===== config.mk =====
export PLATFORM = sky130hd
export DESIGN_NAME = input_mem_fetch_ctrl
export DESIGN_NICKNAME = d
export VERILOG_FILES = /design/src/rtl/input_mem_pkg.sv /design/src/rtl/fifo2_buf.sv /design/src/rtl/input_mem_fetch_ctrl.sv
export SDC_FILE = /design/constraint.sdc
export NUM_CORES = 1
export LEC_CHECK = 0
export ABC_AREA = 1
export BUFFER_PORTS_ARGS = -buffer_cell sky130_fd_sc_hd__buf_2
export CORE_ASPECT_RATIO = 0.75
export CORE_UTILIZATION = 39
export DETAILED_ROUTE_END_ITERATION = 16
export GPL_TIMING_DRIVEN = 0
export PLACE_DENSITY = 0.68
export SLEW_MARGIN = 15
export SYNTH_ARGS = -nofsm -noshare
export SYNTH_HDL_FRONTEND = slang
export SYNTH_SLANG_ARGS = --single-unit
export TNS_END_PERCENT = 50

===== constraint.sdc =====
create_clock -name clk -period 2.92 [get_ports clk]
set_clock_uncertainty 0.2 [all_clocks]
set_input_delay 0.292 -clock clk [delete_from_list [all_inputs] [get_ports clk]]
set_output_delay 0.292 -clock clk [all_outputs]
set_load 0.02 [all_outputs]

===== src/rtl/input_mem_pkg.sv =====
// Shared constants and state encoding for the input-memory fetch controller.
package input_mem_pkg;
  localparam int DATA_W = 32;
  localparam int ADDR_W = 6;
  localparam int DEPTH  = 64;
  localparam int LEN_W  = 7;

  typedef logic [1:0] state_t;
  localparam state_t ST_IDLE  = 2'd0;
  localparam state_t ST_RUN   = 2'd1;
  localparam state_t ST_DRAIN = 2'd2;
  localparam state_t ST_DONE  = 2'd3;

  function automatic logic [LEN_W-1:0] sat_len(input logic [LEN_W-1:0] l);
    return (l > LEN_W'(DEPTH)) ? LEN_W'(DEPTH) : l;
  endfunction
endpackage


===== src/rtl/fifo2_buf.sv =====
// Two-entry synchronous FIFO that absorbs the memory read latency under backpressure.
module fifo2_buf #(
  parameter int W = 33
) (
  input  logic         clk,
  input  logic         rst,
  input  logic         push,
  input  logic [W-1:0] push_data,
  input  logic         pop,
  input  logic         flush,
  output logic [1:0]   count,
  output logic         out_valid,
  output logic [W-1:0] out_data
);
  logic [W-1:0] ent_q [2];
  logic [W-1:0] ent_d [2];
  logic         wr_q, wr_d, rd_q, rd_d;
  logic [1:0]   cnt_q, cnt_d;

  always_comb begin
    ent_d = ent_q;
    wr_d  = wr_q;
    rd_d  = rd_q;
    cnt_d = cnt_q;
    if (flush) begin
      wr_d  = 1'b0;
      rd_d  = 1'b0;
      cnt_d = 2'd0;
    end else begin
      if (push) begin
        ent_d[wr_q] = push_data;
        wr_d        = ~wr_q;
      end
      if (pop) rd_d = ~rd_q;
      cnt_d = cnt_q + {1'b0, push} - {1'b0, pop};
    end
  end

  always_ff @(posedge clk or posedge rst) begin
    if (rst) begin
      ent_q[0] <= '0;
      ent_q[1] <= '0;
      wr_q     <= 1'b0;
      rd_q     <= 1'b0;
      cnt_q    <= 2'd0;
    end else begin
      ent_q <= ent_d;
      wr_q  <= wr_d;
      rd_q  <= rd_d;
      cnt_q <= cnt_d;
    end
  end

  assign count     = cnt_q;
  assign out_valid = (cnt_q != 2'd0);
  assign out_data  = ent_q[rd_q];
endmodule


===== src/rtl/input_mem_fetch_ctrl.sv =====
// Burst reader for the 64x32 input memory; streams words downstream over valid/ready.
//   state | meaning
//   IDLE  | waiting for start
//   RUN   | issuing reads (throttled by buffer occupancy)
//   DRAIN | all reads issued, waiting for the last word to be accepted
//   DONE  | one-cycle completion pulse
module input_mem_fetch_ctrl
  import input_mem_pkg::*;
(
  input  logic              clk,
  input  logic              rst,
  input  logic              start,
  input  logic [ADDR_W-1:0] base_addr,
  input  logic [LEN_W-1:0]  len,
  input  logic              abort,
  output logic              mem_en,
  output logic [ADDR_W-1:0] mem_addr,
  input  logic [DATA_W-1:0] mem_data,
  output logic              out_valid,
  input  logic              out_ready,
  output logic [DATA_W-1:0] out_data,
  output logic              out_last,
  output logic              busy,
  output logic              done
);
  state_t            state_q, state_d;
  logic [ADDR_W-1:0] addr_q, addr_d;
  logic [LEN_W-1:0]  iss_rem_q, iss_rem_d;
  logic [LEN_W-1:0]  emit_rem_q, emit_rem_d;
  logic              inflight_q, inflight_d;
  logic              inflight_last_q, inflight_last_d;
  logic [LEN_W-1:0]  len_sat;
  logic [1:0]        count;
  logic              pop, issue, push;
  logic [DATA_W:0]   head;

  assign len_sat = sat_len(len);
  assign pop     = out_valid && out_ready;
  // Occupancy-after-this-cycle check keeps the 2-entry buffer from ever overflowing.
  assign issue   = (state_q == ST_RUN) && !abort &&
                   (({1'b0, count} + {2'b0, inflight_q}) < (3'd2 + {2'b0, pop}));
  assign push    = inflight_q && !abort;

  always_comb begin
    state_d         = state_q;
    addr_d          = addr_q;
    iss_rem_d       = iss_rem_q;
    emit_rem_d      = emit_rem_q;
    inflight_d      = issue;
    inflight_last_d = issue && (iss_rem_q == 7'd1);
    if (abort) begin
      state_d = ST_IDLE;
    end else begin
      case (state_q)
        ST_IDLE: if (start) begin
          addr_d     = base_addr;
          iss_rem_d  = len_sat;
          emit_rem_d = len_sat;
          state_d    = (len_sat == '0) ? ST_DONE : ST_RUN;
        end
        ST_RUN: if (issue) begin
          iss_rem_d = iss_rem_q - 7'd1;
          if (iss_rem_q == 7'd1) state_d = ST_DRAIN;
          else                   addr_d  = addr_q + 6'd1;
        end
        ST_DRAIN: if (pop && emit_rem_q == 7'd1) state_d = ST_DONE;
        default:  state_d = ST_IDLE;
      endcase
      if (pop && emit_rem_q != '0) emit_rem_d = emit_rem_q - 7'd1;
    end
  end

  always_ff @(posedge clk or posedge rst) begin
    if (rst) begin
      state_q         <= ST_IDLE;
      addr_q          <= '0;
      iss_rem_q       <= '0;
      emit_rem_q      <= '0;
      inflight_q      <= 1'b0;
      inflight_last_q <= 1'b0;
    end else begin
      state_q         <= state_d;
      addr_q          <= addr_d;
      iss_rem_q       <= iss_rem_d;
      emit_rem_q      <= emit_rem_d;
      inflight_q      <= inflight_d;
      inflight_last_q <= inflight_last_d;
    end
  end

  fifo2_buf #(.W(DATA_W + 1)) u_buf (
    .clk       (clk),
    .rst       (rst),
    .push      (push),
    .push_data ({inflight_last_q, mem_data}),
    .pop       (pop),
    .flush     (abort),
    .count     (count),
    .out_valid (out_valid),
    .out_data  (head)
  );

  assign out_data = head[DATA_W-1:0];
  assign out_last = head[DATA_W];
  assign mem_en   = issue;
  assign mem_addr = addr_q;
  assign busy     = (state_q == ST_RUN) || (state_q == ST_DRAIN);
  assign done     = (state_q == ST_DONE);
endmodule

==> key figures, run 1 <==
Synthesis
  – Post-Syn Area per Cell: 8.75 um^2
  – Count of distinct cell types in the synthesized netlist: 37
  – Top cell type by total area after synthesis: sky130_fd_sc_hd__dfrtp_1
  – Compound-Gate Fraction of Synth Area: 11.9%
  – Cell area after synthesis: approximately 4900 um^2
  – Adder and majority gate portion of the synthesized area: 3.29%
  – Post-synthesis simple-gate area fraction: 19.6%
  – Combinational family with the most area after synthesis: simple AND/OR/NAND/NOR gates
  – Register bit total from synthesis: 94
  – Xor/xnor share of the synthesized area: 1.24%
  – Fraction of post-synthesis cell area in the top cell type by area: approximately 48%
  – Main area contributors after synthesis: sky130_fd_sc_hd__dfrtp_1 48%, sky130_fd_sc_hd__nand2_1 11%, sky130_fd_sc_hd__o21ai_0 8.2%
  – Net count after synthesis: 628
  – Warnings, synthesis: 0
  – Cells after Synth: 565
  – Fraction of synthesized area in multiplexers: under 10%
  – Part of the Yosys area used for sequential elements: 47.6%

Run
  – Max_cap viols: 0

Timing
  – Worst max-slew margin expressed relative to the limit: between 50% and 60%
  – Final Critical Period: 2.23 ns
  – Fin crit share: 76.3%
  – Unrepaired setup endpoints after global routing: false
  – Fmax achieved: 449 MHz
  – Hold Violations, Final: 0
  – Number of max-slew violations in the final report: 0
  – Final setup violation count: 0
  – Actual slew at the worst max-slew pin: 0.632 ns
  – Setup TNS after final layout: 0 ns

Route
  – Routed wirelength normalized by instance count: 13.4 um
  – DR vias/cell: about 4.8
  – Number of optimization iterations in the first detailed-route pass: 4
  – Routed Wire Length: 11300 um
  – Initial DRC Count: 171
  – Vias after detailed routing: 4038
  – Number of routed nets with antenna violations: 0
  – Number of remaining DRC errors: 0

Placement
  – Routability-driven placement congestion ratio: approximately 0.85
  – Sum of net half-perimeters after detailed placement: 8140 um
  – Port buffer count: 91
  – Placed instance area: 5650 um^2

Final layout
  – Area delta synth->final: 21.5%
  – # nets final: approximately 730
  – Diode count: 0
  – Area of combinational cells with multiple inputs: about 2200 um^2
  – Most common cell after layout, fill and taps aside: sky130_fd_sc_hd__nand2_1
  – Fraction of layout cells with a size suffix above 1: 28.7%
  – Final design area excluding fillers: 6010 um^2
  – Most frequent cells in the layout: 146 x sky130_fd_sc_hd__nand2_1, 102 x sky130_fd_sc_hd__buf_2, 94 x sky130_fd_sc_hd__dfrtp_1, 81 x sky130_fd_sc_hd__o21ai_0, 65 x sky130_fd_sc_hd__inv_1
  – Number of fill cells in the layout: between 1000 and 1500
  – Seq. cell area: approximately 2400 um^2

Outcome
  – Run status: finished clean

Critical path
  – CP Class: reg -> out
  – Top fanout value on the critical path: 10
  – Critical path capture point type: output pin
  – Critical path arrival: 1.74 ns
  – Required time of the critical path: ~2.4 ns
  – Setup crit start kind: flip-flop

Pwr
  – Static Leakage: 3.16 nW
  – VDD IR-drop max: 0.375 mV
  – Cell area power density: 1030 nW/um^2

Global routing
  – Antenna violations before repair: 0
  – Largest net degree at the start of global routing: 39
  – Global router's overall resource usage: 18.4%
  – GR Overflow Total: 0
  – Global-route wire length before repair: approximately 19000 um
  – Vias in the first global route: 3998

Clock tree
  – Clock transition at path regs: roughly 0.07 ns
  – TritonCTS Buffers: 9
  – Number of buffers on the longest clock path: 2
  – TritonCTS clock tree: built
  – Root cell of the clock tree: sky130_fd_sc_hd__clkbuf_16
  – Source-to-sink clock delay at the later pin of the worst-skew pair: roughly 0.34 ns
  – Number of H-tree branching levels: 3
  – Post CTS Setup Buffer Count: 0
  – Number of clock sinks seen by CTS: 94

Floorplanning
  – Placeable core region: 12300 um^2
  – Effective utilization at floorplan: about 40%
  – Vertical die dimension: 99.5 um
  – Die ar.: between 10000 and 15000 um^2
  – IO Pins: 93
  – Horizontal die dimension: 132 um
  – Number of placement rows: 35

Hold path
  – Hold crit path type: in -> reg
[routing by layer]
metal | vias up | GRT usage (%) | routed length (um)
met3 | 9 | 4.74 | 607
li1 | 2025 | - | -
met4 | 0 | 4.83 | 106
met5 | - | 0 | 0
met2 | 102 | 29.9 | 5110
met1 | 1902 | 24.5 | 5440
[synthesized netlist by cell type, drive strengths merged]
cell type / instances
xor2: 3
nand2: 156
inv: 69
a22oi: 2
o21ai: 92
nand3: 26
or2: 1
nor3: 2
buf: 18
nor2: 29
o21bai: 1
dfrtp: 94
nand4: 3
mux2i: 3
a21oi: 6
clkbuf: 6
mux2: 33
o31ai: 1
nand3b: 2
xnor2: 4
ha: 13
a31oi: 1
[timing repair]
action,CTS,global route
hold buffers,2,0
endpoints found under the hold margin,23,0
resized for setup,0,0
[final cells by class]
class,count,area share (%)
flip-flops and latches,94,39.2
multi-input cells,378,36.3
repair buffers,95,8.58
inverters,69,4.42
clock buffers,10,3.98
well taps,166,3.46
plain buffers,24,2.48
clock inverters,6,1.62
[power breakdown]
part | internal (W) | total, W | switching (W)
combinational | 0.00108 | 0.00270 | 0.00162
clock | 0.000788 | 0.00131 | 0.000527
sequential | 0.00180 | 0.00214 | 0.000344
[state kept, by name, summed over array words and instances, names as in the netlist, 2 cells and up]
register     flops
emit_rem_q       7
u_buf.ent_q     66
mem_addr         6
u_buf.count      2
state_q          2
iss_rem_q        7
[final timing paths]
kind | startpoint | endpoint | slack (ns) | cells after the start
setup / recovery | u_buf.rd_q$_DFFE_PP0P_ | out_data[15] | 0.69 | 4
hold / removal | mem_data[10] | u_buf.ent_q[43]$_DFFE_PP0P_ | 0.008 | 3
setup reg to reg | state_q[0]$_DFFE_PP0P_ | mem_addr[2]$_DFFE_PP0P_ | 0.97 | 8
hold reg to reg | u_buf.ent_q[23]$_DFFE_PP0P_ | u_buf.ent_q[23]$_DFFE_PP0P_ | 0.28 | 2
max in group asynchronous | rst | u_buf.ent_q[33]$_DFFE_PP0P_ | 1.56 | 4
min in group asynchronous | rst | u_buf.ent_q[53]$_DFFE_PP0P_ | 0.38 | 3
[stage by stage]
stage	hold WS [ns]	utilization [%]	setup WS, ns	total power (W)	std cells
finish	0.00839	48.8	0.691	0.00616	842
global route	0.0153	48.8	0.556	0.00664	842
CTS	0.00345	48.8	0.668	0.00621	842
detailed placement	0.217	45.9	0.984	0.00487	824
global placement	0.261	45.6	0.670	0.00476	822
floorplan	0.237	-	1.17	0.00412	565
[critical path, cell delays in order, from the launching register on]
cell,delay (ns)
sky130_fd_sc_hd__dfrtp_1,0.32
sky130_fd_sc_hd__buf_2,0.21
sky130_fd_sc_hd__buf_2,0.31
sky130_fd_sc_hd__mux2_2,0.39
sky130_fd_sc_hd__buf_2,0.16
[cells by family after synthesis]
kind of cell             Yosys count
adder cells (fa/ha/maj)           13
XOR/XNOR                           7
buffers and inverters             93
flip-flops                        94
AO/OA/AOI/OAI                    103
AND/OR/NAND/NOR                  219
multiplexers                      36
Power figures use the tool's default switching activity.
==> run 2, diff against run 1 <==
ABC_AREA = 0   (was 1)
PLACE_DENSITY = 0.66   (was 0.68)
clock period = 2.3 ns   (was 2.92 ns; I/O delays follow)
==> key figures, run 2 <==
Synthesis
  – Post-Syn Area per Cell: 12.2 um^2
  – Register bit total from synthesis: 94
  – Count of distinct cell types in the synthesized netlist: 51
  – Main synth FF type: sky130_fd_sc_hd__dfrtp_1
  – Top cell type by total area after synthesis: sky130_fd_sc_hd__dfrtp_1
  – Most numerous cell in the Yosys netlist: sky130_fd_sc_hd__mux2_2
  – Post-synth EDFFs: 0
  – Cells after Synth: 386
  – Cell types with the highest counts after synthesis: 99 x sky130_fd_sc_hd__mux2_2, 94 x sky130_fd_sc_hd__dfrtp_1, 16 x sky130_fd_sc_hd__a21oi_1, 16 x sky130_fd_sc_hd__nand2_1
  – Net count after synthesis: around 450
  – Async set or reset register ratio after synthesis: 100%
  – Main area contributors after synthesis: sky130_fd_sc_hd__dfrtp_1 50%, sky130_fd_sc_hd__mux2_2 24%, sky130_fd_sc_hd__ha_1 3.4%
  – Cell area after synthesis: 4720 um^2
  – Part of the Yosys area used for sequential elements: 49.8%
  – Fraction of post-synthesis cell area in the top cell type by area: 49.8%
  – Warnings, synthesis: 0

Pwr
  – VDD IR-drop max: 0.583 mV
  – Static Leakage: between 2 and 3 nW
  – Total power draw: 0.00815 W
  – Cell area power density: 1280 nW/um^2

Placement
  – Placed instance area: 5450 um^2
  – Dpl ws: -0.204 ns
  – Port buffer count: slightly above 90
  – Sum of net half-perimeters after detailed placement: 7690 um
  – Routability-driven placement congestion ratio: 0.864

Hold path
  – Number of cells on the worst hold path: 3
  – Hold crit path type: in -> reg

Global routing
  – Largest net degree at the start of global routing: 38
  – GR Overflow Total: 0
  – Antenna violations before repair: 0
  – Global router's overall resource usage: 18.6%
  – Vias in the first global route: 3702
  – Global-route wire length before repair: 18300 um

Clock tree
  – TritonCTS clock tree: built
  – TritonCTS Buffers: 9
  – Number of buffers on the longest clock path: 2
  – Number of clock sinks seen by CTS: between 90 and 100
  – Number of H-tree branching levels: 3
  – Root cell of the clock tree: sky130_fd_sc_hd__clkbuf_16
  – Clock transition at path regs: 0.06 ns
  – Source-to-sink clock delay at the later pin of the worst-skew pair: 0.34 ns

Timing
  – Final Critical Period: about 2.2 ns
  – Final setup violation count: 0
  – Hold Violations, Final: 0
  – Hold Slack: 0.0310 ns
  – Actual slew at the worst max-slew pin: 0.672 ns
  – Worst max-slew margin expressed relative to the limit: 55.2%
  – Worst setup slack after layout: 0.0536 ns
  – Number of max-slew violations in the final report: 0
  – Fin crit share: 97.7%
  – Fmax achieved: between 400 and 500 MHz

Final layout
  – Area delta synth->final: 34.4%
  – Most frequent cells in the layout: 99 x sky130_fd_sc_hd__mux2_2, 94 x sky130_fd_sc_hd__buf_2, 93 x sky130_fd_sc_hd__dfrtp_1, 39 x sky130_fd_sc_hd__dlygate4sd3_1
  – # nets final: 600
  – Flip-flop count of the largest register after layout: 66
  – Top flop regs: u_buf.ent_q (66), emit_rem_q (7), iss_rem_q (7)
  – Most common cell after layout, fill and taps aside: sky130_fd_sc_hd__mux2_2
  – Final core area utilization: 54.3%
  – Diode count: 0
  – Register name with the most flops: u_buf.ent_q
  – Final design area excluding fillers: 6350 um^2
  – Fraction of layout cells with a size suffix above 1: 47.0%

Critical path
  – Chain of cells forming the critical path: ha_2 -> ha_4 -> o21a_1 -> buf_6 -> nor4_4 -> buf_4
  – Setup crit start kind: flip-flop
  – Number of cells traversed by the worst register-to-register path: 5
  – Top fanout value on the critical path: 9
  – Total stage count of the critical path: 6
  – Cell with the largest stage delay on the worst path: sky130_fd_sc_hd__dfrtp_1
  – CP Class: reg -> out
  – Critical path capture point type: output pin
  – Sum of buffers and inverters on the critical path: 2
  – CP top delay family: adder cells
  – Critical path's largest stage delay: a little under 0.4 ns
  – Flop2flop setup slack: 0.06 ns
  – Required time of the critical path: 1.87 ns
  – Critical path arrival: between 1.5 and 2 ns

Route
  – Uppermost signal routing layer after detailed routing: met4
  – Routed wirelength normalized by instance count: 15.7 um
  – Number of optimization iterations in the first detailed-route pass: 4
  – Sum of met3 wire segment lengths after detailed routing: 584 um
  – Vias after detailed routing: 3608
  – Number of routed nets with antenna violations: 0
  – DR vias/cell: 5.13
  – Total routed wire length on the met1 layer: 5060 um
  – Detail Route met2 WL: approximately 5300 um
  – Routed Wire Length: 11100 um
  – Initial DRC Count: around 190
  – Number of remaining DRC errors: 0

Floorplanning
  – Die ar.: 12600 um^2
  – Placeable core region: between 10000 and 15000 um^2
  – Vertical die dimension: 97.3 um
  – IO Pins: 93
  – Effective utilization at floorplan: 40.4%
  – Number of placement rows: 34
  – Horizontal die dimension: ~130 um

Run
  – Max_cap viols: 0

Outcome
  – Run status: finished clean
run 2: cell types whose count changed after synthesis, sizes merged, moves of 5 or more:
cell / change
nor3: +5
a31oi: +5
nor2b: +9
nor4: +6
mux2: +66
nor2: -15
o22ai: +10
buf: -7
a21oi: +10
o21ai: -79
nand3: -26
nand2: -140
inv: -57
run 2: area by class of cell:
class / instances / area [um^2]
flip-flops and latches: 94 / 2350
well taps: 162 / 203
fillers: 998 / 5350
multi-input cells: 262 / 2340
clock inverters: 5 / 86.3
repair buffers: 141 / 968
plain buffers: 17 / 90.1
inverters: 12 / 52.6
clock buffers: 11 / 253
run 2: logic make-up after synthesis:
| family | count (synthesis) | share of synthesized area [%] |
|---|---|---|
| AOI/OAI and AO/OA | 62 | 8.72 |
| xor gates and xnor gates | 7 | 1.30 |
| adders and majority gates | 13 | 3.44 |
| buffers and inverters | 30 | 2.49 |
| DFF | 94 | 49.8 |
| muxes | 104 | 24.7 |
| and+or+nand+nor | 76 | 9.59 |
run 2: repair_timing:
item,in CTS,in global routing
endpoints found under the hold margin,138,0
hold buffers,39,0
resized for setup,16,18
pin swaps,3,4
buffers inserted,2,6
endpoints found under the setup margin,42,27
run 2: final timing paths:
| check | start | endpoint |
|---|---|---|
| worst min register to register | u_buf.ent_q[7]$_DFFE_PP0P_ | u_buf.ent_q[7]$_DFFE_PP0P_ |
| worst min-delay path | len[6] | emit_rem_q[6]$_DFFE_PP0P_ |
| max in group asynchronous | rst | u_buf.ent_q[0]$_DFFE_PP0P_ |
| worst max register to register | iss_rem_q[5]$_DFFE_PP0P_ | state_q[1]$_DFFE_PP0P_ |
| min in group asynchronous | rst | iss_rem_q[1]$_DFFE_PP0P_ |
| worst max-delay path | u_buf.count[0]$_DFF_PP0_ | mem_en |
run 2: where the power goes:
group	internal, W	switching, W	total [W]
Combinational	0.00176	0.00196	0.00372
Clock	0.00102	0.000647	0.00167
Sequential	0.00230	0.000452	0.00275
run 2: per-layer routing:
layer	track usage (%)	vias to the layer above
li1	-	1719
met1	24.7	1769
met2	30.8	105
met3	4.30	15
met4	4.34	0
met5	0	-
run 2: metrics by stage:
step	std cells	TNS, ns
global placement	639	-1.04
floorplan	386	-0.118
CTS	698	-0.0793
global route	704	-0.0102
finish	704	0
detailed placement	642	-1.43
run 2: worst min-delay path, cell delays in order:
cell and delay (ns):
sky130_fd_sc_hd__buf_2 0.16, sky130_fd_sc_hd__nand2_1 0.09, sky130_fd_sc_hd__nand2_1 0.05
==> run 3, diff against run 2 <==
SETUP_SLACK_MARGIN = 0.15   (was default)
==> key figures, run 3 (synthesis gave the netlist of run 2 again) <==
Critical path
  – Critical path's largest stage delay: about 0.6 ns
  – Sum of buffers and inverters on the critical path: 0
  – Setup crit start kind: flip-flop
  – Critical path arrival: 2.30 ns
  – Top fanout value on the critical path: 4
  – Required time of the critical path: between 2 and 2.5 ns
  – Cell with the largest stage delay on the worst path: sky130_fd_sc_hd__or4_4
  – Chain of cells forming the critical path: or4_4 -> nor2_8 -> a31oi_4 -> or4_4 -> a21oi_2
  – CP Class: reg -> reg
  – Critical path capture point type: flip-flop
  – Top cell by count, worst path: sky130_fd_sc_hd__or4_4
  – CP top delay family: simple AND/OR/NAND/NOR gates

Placement
  – Sum of net half-perimeters after detailed placement: 7690 um
  – Dpl ws: -0.204 ns
  – Port buffer count: between 90 and 100
  – Post-Place Cells: between 600 and 700
  – Routability-driven placement congestion ratio: approximately 0.86

Run
  – Max_cap viols: 0

Final layout
  – Area delta synth->final: 37.0%
  – Fraction of layout cells with a size suffix above 1: ~50%
  – Final core area utilization: 55.3%
  – Flip-flop count of the largest register after layout: 66
  – Final instance count without filler cells: 712
  – Diode count: 0
  – Register name with the most flops: u_buf.ent_q
  – Top flop regs: u_buf.ent_q (66), emit_rem_q (7), iss_rem_q (7)
  – # nets final: 608
  – Most frequent cells in the layout: 99 x sky130_fd_sc_hd__mux2_2, 92 x sky130_fd_sc_hd__dfrtp_1, 90 x sky130_fd_sc_hd__buf_2, 39 x sky130_fd_sc_hd__dlygate4sd3_1, 17 x sky130_fd_sc_hd__buf_4
  – Most common cell after layout, fill and taps aside: sky130_fd_sc_hd__mux2_2

Floorplanning
  – Horizontal die dimension: 129 um
  – Placeable core region: 11700 um^2
  – Effective utilization at floorplan: 40.4%
  – Die ar.: 12600 um^2
  – IO Pins: 93
  – Number of placement rows: 34
  – Vertical die dimension: roughly 97 um

Route
  – DR vias/cell: ~5
  – Initial DRC Count: 210
  – Routed wirelength normalized by instance count: 15.9 um
  – Vias after detailed routing: 3666
  – Number of remaining DRC errors: 0
  – Routed Wire Length: 11300 um
  – Number of routed nets with antenna violations: 0
  – Number of optimization iterations in the first detailed-route pass: 4

Global routing
  – Global router's overall resource usage: 18.7%
  – Global-route wire length before repair: between 15000 and 20000 um
  – Antenna violations before repair: 0
  – Met2 GRT Util: between 30 and 40%
  – Vias in the first global route: between 3000 and 4000
  – Most Crowded Layer GR: met2
  – GR Overflow Total: 0
  – Met1 routing resource usage after global routing: 24.6%
  – Largest net degree at the start of global routing: 38
  – Global Route met3 Usage: 4.30%

Pwr
  – Cell area power density: 1290 nW/um^2
  – Static Leakage: roughly 3.0 nW
  – Sequential share of power: 33.0%
  – Fraction of power consumed by combinational cells: between 40 and 50%
  – Net switching power of the design: 0.00314 W
  – Internal power: 0.00522 W
  – VDD IR-drop max: 0.594 mV
  – Switching share of total power: 37.5%
  – Clock power share: 20.1%

Clock tree
  – Source-to-sink clock delay at the later pin of the worst-skew pair: 0.34 ns
  – Number of clock sinks seen by CTS: 94
  – TritonCTS Buffers: 9
  – Root cell of the clock tree: sky130_fd_sc_hd__clkbuf_16
  – TritonCTS clock tree: built
  – Number of buffers on the longest clock path: 2
  – Clock transition at path regs: 0.07 ns
  – Number of H-tree branching levels: 3

Timing
  – Final setup violation count: 0
  – Worst max-slew margin expressed relative to the limit: ~59%
  – Actual slew at the worst max-slew pin: between 0.6 and 0.7 ns
  – Number of max-slew violations in the final report: 0
  – Unrepaired setup endpoints after global routing: true
  – Fin crit share: 97.0%
  – Hold Violations, Final: 0
  – Worst setup slack after layout: 0.0688 ns
  – Final Critical Period: 2.23 ns
  – Fmax achieved: between 400 and 500 MHz
  – Hold Slack: 0.0398 ns

Hold path
  – Hold crit path type: in -> reg

Outcome
  – Run status: finished clean
run 3: cell count changes in the layout (fill, tap and decap cells not counted), sizes merged:
cell    before  now
clkbuf      18   25
o21ai       13   14
run 3: worst register-to-register path, cell delays in order, from the launching register on:
cell,delay [ns]
sky130_fd_sc_hd__dfrtp_1,0.41
sky130_fd_sc_hd__or4_4,0.59
sky130_fd_sc_hd__nor2_8,0.16
sky130_fd_sc_hd__a31oi_4,0.12
sky130_fd_sc_hd__or4_4,0.55
sky130_fd_sc_hd__a21oi_2,0.13
run 3: stage by stage:
stage	total power, W	cell area, um^2	setup TNS, ns
after floorplan	0.00525	4730	-0.118
after global placement	0.00610	5390	-1.04
after detailed placement	0.00623	5450	-1.43
after CTS	0.00811	6280	0
after global routing	0.00888	6470	0
final	0.00836	6470	0
run 3: layout make-up:
| type | instances | area, um^2 |
|---|---|---|
| plain buffers | 16 | 97.6 |
| clock buffers | 11 | 253 |
| clock inverters | 5 | 86.3 |
| fillers | 988 | 5230 |
| inverters | 12 | 52.6 |
| multi-input cells | 263 | 2390 |
| flip-flops and latches | 94 | 2350 |
| well taps | 162 | 203 |
| repair buffers | 149 | 1030 |
run 3: power by group through the flow:
| stage | logic [W] | clock network [W] | registers, W |
|---|---|---|---|
| detailed placement | 0.00347 | 0 | 0.00277 |
| finish | 0.00393 | 0.00168 | 0.00276 |
| CTS | 0.00366 | 0.00172 | 0.00274 |
| floorplan | 0.00255 | 0 | 0.00270 |
| global placement | 0.00338 | 0 | 0.00272 |
| global route | 0.00426 | 0.00178 | 0.00285 |
run 3: what timing repair did:
action	CTS	global route
setup buffers	5	11
endpoints found under the hold margin	138	0
gates cloned	0	1
hold buffers	39	0
gates resized for setup	19	30
setup endpoints to repair	52	100
pin swaps	5	9
run 3: per-layer routing:
metal  wire [um]  share of wire [%]
met3         610                5.4
met2        5360                 47
met5           0                  0
met1        5220                 46
met4         114                1.0
run 3: path summary, 6_finish.rpt:
kind,startpoint,endpoint,slack (ns),cells after the start
worst max-delay path,iss_rem_q[5]$_DFFE_PP0P_,state_q[1]$_DFFE_PP0P_,0.07,5
worst min-delay path,len[6],emit_rem_q[6]$_DFFE_PP0P_,0.04,3
worst max register to register,iss_rem_q[5]$_DFFE_PP0P_,state_q[1]$_DFFE_PP0P_,0.07,5
worst min register to register,u_buf.ent_q[7]$_DFFE_PP0P_,u_buf.ent_q[7]$_DFFE_PP0P_,0.30,1
max in group asynchronous,rst,u_buf.ent_q[0]$_DFFE_PP0P_,1.20,5
min in group asynchronous,rst,iss_rem_q[1]$_DFFE_PP0P_,0.30,4
